===== config.mk =====
export PLATFORM = sky130hd
export DESIGN_NAME = pc_incrementer
export DESIGN_NICKNAME = d
export VERILOG_FILES = /design/src/rtl/pc_incrementer.sv
export SDC_FILE = /design/constraint.sdc
export NUM_CORES = 1
export LEC_CHECK = 0
export ABC_AREA = 1
export CAP_MARGIN = 20
export CELL_PAD_IN_SITES_DETAIL_PLACEMENT = 0
export CELL_PAD_IN_SITES_GLOBAL_PLACEMENT = 1
export CORE_MARGIN = 3
export CORE_UTILIZATION = 29
export CTS_BUF_LIST = sky130_fd_sc_hd__clkbuf_2 sky130_fd_sc_hd__clkbuf_4 sky130_fd_sc_hd__clkbuf_8
export DETAILED_ROUTE_END_ITERATION = 8
export MAX_ROUTING_LAYER = met4
export PLACE_DENSITY_LB_ADDON = 0.2
export RECOVER_POWER = 50
export SETUP_SLACK_MARGIN = 0.05
export SLEW_MARGIN = 0
export SYNTH_ARGS = -nofsm -noshare
export SYNTH_HDL_FRONTEND = slang
export SYNTH_SLANG_ARGS = --single-unit

===== constraint.sdc =====
create_clock -name clk -period 1.7 [get_ports clk]
set_clock_uncertainty 0.2 [all_clocks]
set_input_delay 0.255 -clock clk [delete_from_list [all_inputs] [get_ports clk]]
set_output_delay 0.255 -clock clk [all_outputs]
set_load 0.02 [all_outputs]

===== src/rtl/pc_incrementer.sv =====
// Up/down step counter with load, wrap or saturate boundary mode and a carry pulse.
// Define PC_INCREMENTER_STICKY_STAT_EN to make stat a sticky flag cleared via stat_clr.
module pc_incrementer #(
    parameter int WIDTH    = 8,
    parameter int STEP_W   = 2,
    parameter int SATURATE = 0
) (
    input  logic              clk,
    input  logic              rst_n,
    input  logic              en,
    input  logic              dir,
    input  logic [STEP_W-1:0] step,
    input  logic              load,
    input  logic [WIDTH-1:0]  load_val,
`ifdef PC_INCREMENTER_STICKY_STAT_EN
    input  logic              stat_clr,
`endif
    output logic [WIDTH-1:0]  count,
    output logic              carry,
    output logic              stat
);

    logic [WIDTH-1:0] count_q, count_d;
    logic             carry_q, carry_d;
    logic             stat_q, stat_d;

    logic [WIDTH:0]   step_ext;
    logic [WIDTH:0]   sum;
    logic [WIDTH:0]   diff;

    assign step_ext = {{(WIDTH + 1 - STEP_W){1'b0}}, step};
    assign sum      = {1'b0, count_q} + step_ext;
    assign diff     = {1'b0, count_q} - step_ext;

    // The extra top bit of sum/diff is the overflow/underflow indication.
    always_comb begin
        count_d = count_q;
        carry_d = 1'b0;
        if (load) begin
            count_d = load_val;
        end else if (en) begin
            if (dir) begin
                carry_d = diff[WIDTH];
                if ((SATURATE != 0) && diff[WIDTH]) begin
                    count_d = '0;
                end else begin
                    count_d = diff[WIDTH-1:0];
                end
            end else begin
                carry_d = sum[WIDTH];
                if ((SATURATE != 0) && sum[WIDTH]) begin
                    count_d = '1;
                end else begin
                    count_d = sum[WIDTH-1:0];
                end
            end
        end
    end

    // A new carry event wins over a simultaneous clear.
    always_comb begin
`ifdef PC_INCREMENTER_STICKY_STAT_EN
        stat_d = carry_d | (stat_q & ~stat_clr);
`else
        stat_d = carry_d;
`endif
    end

    always_ff @(posedge clk) begin
        if (!rst_n) begin
            count_q <= '0;
            carry_q <= 1'b0;
            stat_q  <= 1'b0;
        end else begin
            count_q <= count_d;
            carry_q <= carry_d;
            stat_q  <= stat_d;
        end
    end

    assign count = count_q;
    assign carry = carry_q;
    assign stat  = stat_q;

endmodule


==> implementation parameters <==
Parameter                              Value

Timing
  Worst rel slew slack    83.4%
  Final critical path time including I/O delays and setup    1.71 ns
  Worst hold slack    0.321 ns
  Slew of the pin with the lowest slew margin    0.249 ns
  Final hold vios    0
  Minimum setup slack in the final design    -0.0109 ns
  RSZ-0062 raised after global routing    yes
  Final setup violating endpoints    1
  Achievable frequency    584 MHz
  Count of final max-slew check failures    0
  Tcrit/Tclk final    101%

Placed design
  Routability congestion estimate    0.883
  Hpwl dp    1.73 mm
  Count of input and output buffers    24

Die
  Die extent in x    57.8 microns
  Placement row count    18
  Floorplan Core Area    2520 sq um
  Die Outline Area    3340 sq um
  Count of boundary I/O pins    25
  Y dimension of the die    57.8 microns
  Starting density of the core    30.9%

Drt
  Routed Wire Length    2.16 mm
  Final ANT Viol Nets    0
  Initial detailed-routing violation count    30
  Number of optimization iterations in the first detailed-route pass    4
  Number of remaining DRC errors    0
  Vias post-DR    858
  Detail-routed net length per standard cell    12.1 microns
  Routed vias/inst    4.79

Worst setup path
  Data arrival time of the critical path    1.72 ns
  Setup crit end kind    flop
  Endpoint required time on the critical path    1.71 ns
  Delay of the slowest cell on the worst path    0.37 ns
  Category of the worst setup path launch point    flop
  Path type of the worst setup path    reg -> reg
  Critical-path top delay cell    dfxtp_4
  Cell breakdown of the critical path    inv_2 > ha_2 > fa_2 > nand2_2 > nor3_4 > nand3_2 > nand2_1 > nand2_1 > nand3_2 > a21oi_2
  Max FO, Critical Path    3

Yosys
  Total of warnings raised by yosys    0
  Cell type contributing the most total cell area after synthesis    dfxtp_1
  Sequential cell area fraction in the yosys report    23.2%
  Fraction of synthesis flops using an asynchronous set or reset pin    0%
  Post-synthesis net count    135
  Gate count after technology mapping    113
  #FFs+latches synth    9
  Library cells used by synthesis    25
  Netlist area before placement    778 sq um
  Syn avg cell area    6.89 sq um
  Post-synth EDFFs    0
  Top-area cell type share of the netlist area    23.2%
  Leading register cell type out of synthesis    dfxtp_1
  Cell types with the largest area share after synthesis    dfxtp_1 23%, nand2_1 12%, ha_1 8.0%

Power and ir drop
  Worst VDD drop    0.000390 V
  Ratio of total power to cell area    573 nW/um^2
  Reported leakage power    0.568 nW
  Power after layout    0.688 mW

Global routing
  Remaining global-route overflow    0
  Largest net degree at the start of global routing    12
  Initial antenna violation count    0
  Global-route total usage across every layer    14.3%
  First-pass GRT wire length    3.48 mm
  Via count of the first global-routing pass    780

Clock network
  Number of clock sinks    9
  Count of buffers added by post-CTS timing repair for setup    0
  CTS tree    built
  Number of buffers on the longest clock path    2
  H-Tree Level Count    1
  Clk_lat worst skew    0.27 ns
  Root Driver    clkbuf_4
  Clk pin slew, worst setup/hold paths    0.07 ns
  TritonCTS Buffers    3
  Hold buffer count at CTS    0

Layout
  Number of fill cells in the layout    275
  Final core utilization    47.6%
  Total number of nets in the final design    172
  Area occupied by multi-input gates    554 sq um
  Diode insertion count for antenna repair    0
  Layout cells sized above 1    28.9%
  Growth of design area from synthesis to finish    54.3%
  Flip-flop and latch area    185 sq um

Job
  Reported max-cap violation count    0

Run status
  Outcome    finished with violations
  Violated checks    negative setup slack

Worst hold path
  Worst hold-check path type    reg -> reg
## per-stage QoR
step	TNS (ns)	worst slack (ns)	cells	cell area, sq um
floorplan	0	0.000450	113	803
global placement	-3.15	-0.506	175	1150
detailed placement	-3.40	-0.537	175	1150
CTS	-0.0806	-0.0647	179	1170
global route	-0.160	-0.0927	179	1200
finish	-0.0109	-0.0109	179	1200
## registers in the layout (all words and copies together) (netlist names)
name,flops
count,8
stat,1
## kinds of logic after synthesis
group | synth area share [%]
buffers and inverters | 12.7
AO/OA/AOI/OAI | 15.8
adder cells (fa/ha/maj) | 13.2
XOR/XNOR | 1.13
flip-flops | 23.2
AND/OR/NAND/NOR | 34.1
## path summary, 6_finish.rpt
| kind | to | from | cells after the start | slack, ns |
|---|---|---|---|---|
| max reg2reg | count[6] | count[0] | 10 | -0.01 |
| min reg2reg | count[1] | count[1] | 2 | 0.32 |
| min | count[1] | count[1] | 2 | 0.32 |
| max | count[6] | count[0] | 10 | -0.01 |
## per-layer routing
layer | wire length [microns] | track usage (%) | share of wire, %
met4 | 53 | 8.94 | 2.5
met3 | 70 | 2.67 | 3.2
met5 | 0 | - | 0
met1 | 1050 | 18.5 | 48
met2 | 990 | 20.3 | 46
## layout make-up
type / instances / area share [%]
timing repair buffer: 35 / 26.6
multi-input combinational: 81 / 46.1
inverter: 20 / 6.25
sequential: 9 / 15.4
clock buffer: 4 / 2.50
tap: 30 / 3.13
## placed cells by master (no fill, tap or decap), drive strengths merged
cell type	instances
nor2	9
dfxtp	9
ha	5
inv	20
a31oi	2
a21oi	6
nand4	4
nand3	11
fa	2
xor2	1
a22oi	5
clkbuf	5
nand2	26
dlygate4sd2	11
nor3	3
o21ai	7
clkdlybuf4s50	12
buf	11
## report_power, final
part           switching (mW)  internal (mW)
clock network          0.0831          0.107
logic                   0.140          0.119
registers              0.0143          0.225
## synth_stat cells, types with 2 or more instances
cell type and n:
nand3_1 11, inv_1 16, nor3_2 2, ha_1 5, nor2_1 6, inv_2 4, a21oi_1 4, nand4_1 4
nand2_1 25, a21oi_2 2, dfxtp_1 9, a22oi_1 5, a31oi_1 2, fa_1 2, o21ai_0 6
## critical path: cells and delay by family, from the launching register on
family | cells | cell delay (ns)
AO/OA/AOI/OAI | 1 | 0.11
adder cells (fa/ha/maj) | 2 | 0.50
buffers and inverters | 1 | 0.04
flip-flops | 1 | 0.37
AND/OR/NAND/NOR | 6 | 0.43
## timing repair
| action | in CTS | in global routing |
|---|---|---|
| resized for setup | 15 | 10 |
| setup endpoints to repair | 18 | 8 |
| pin swaps | 7 | 11 |
No activity file was read; power rests on OpenSTA's default activity.
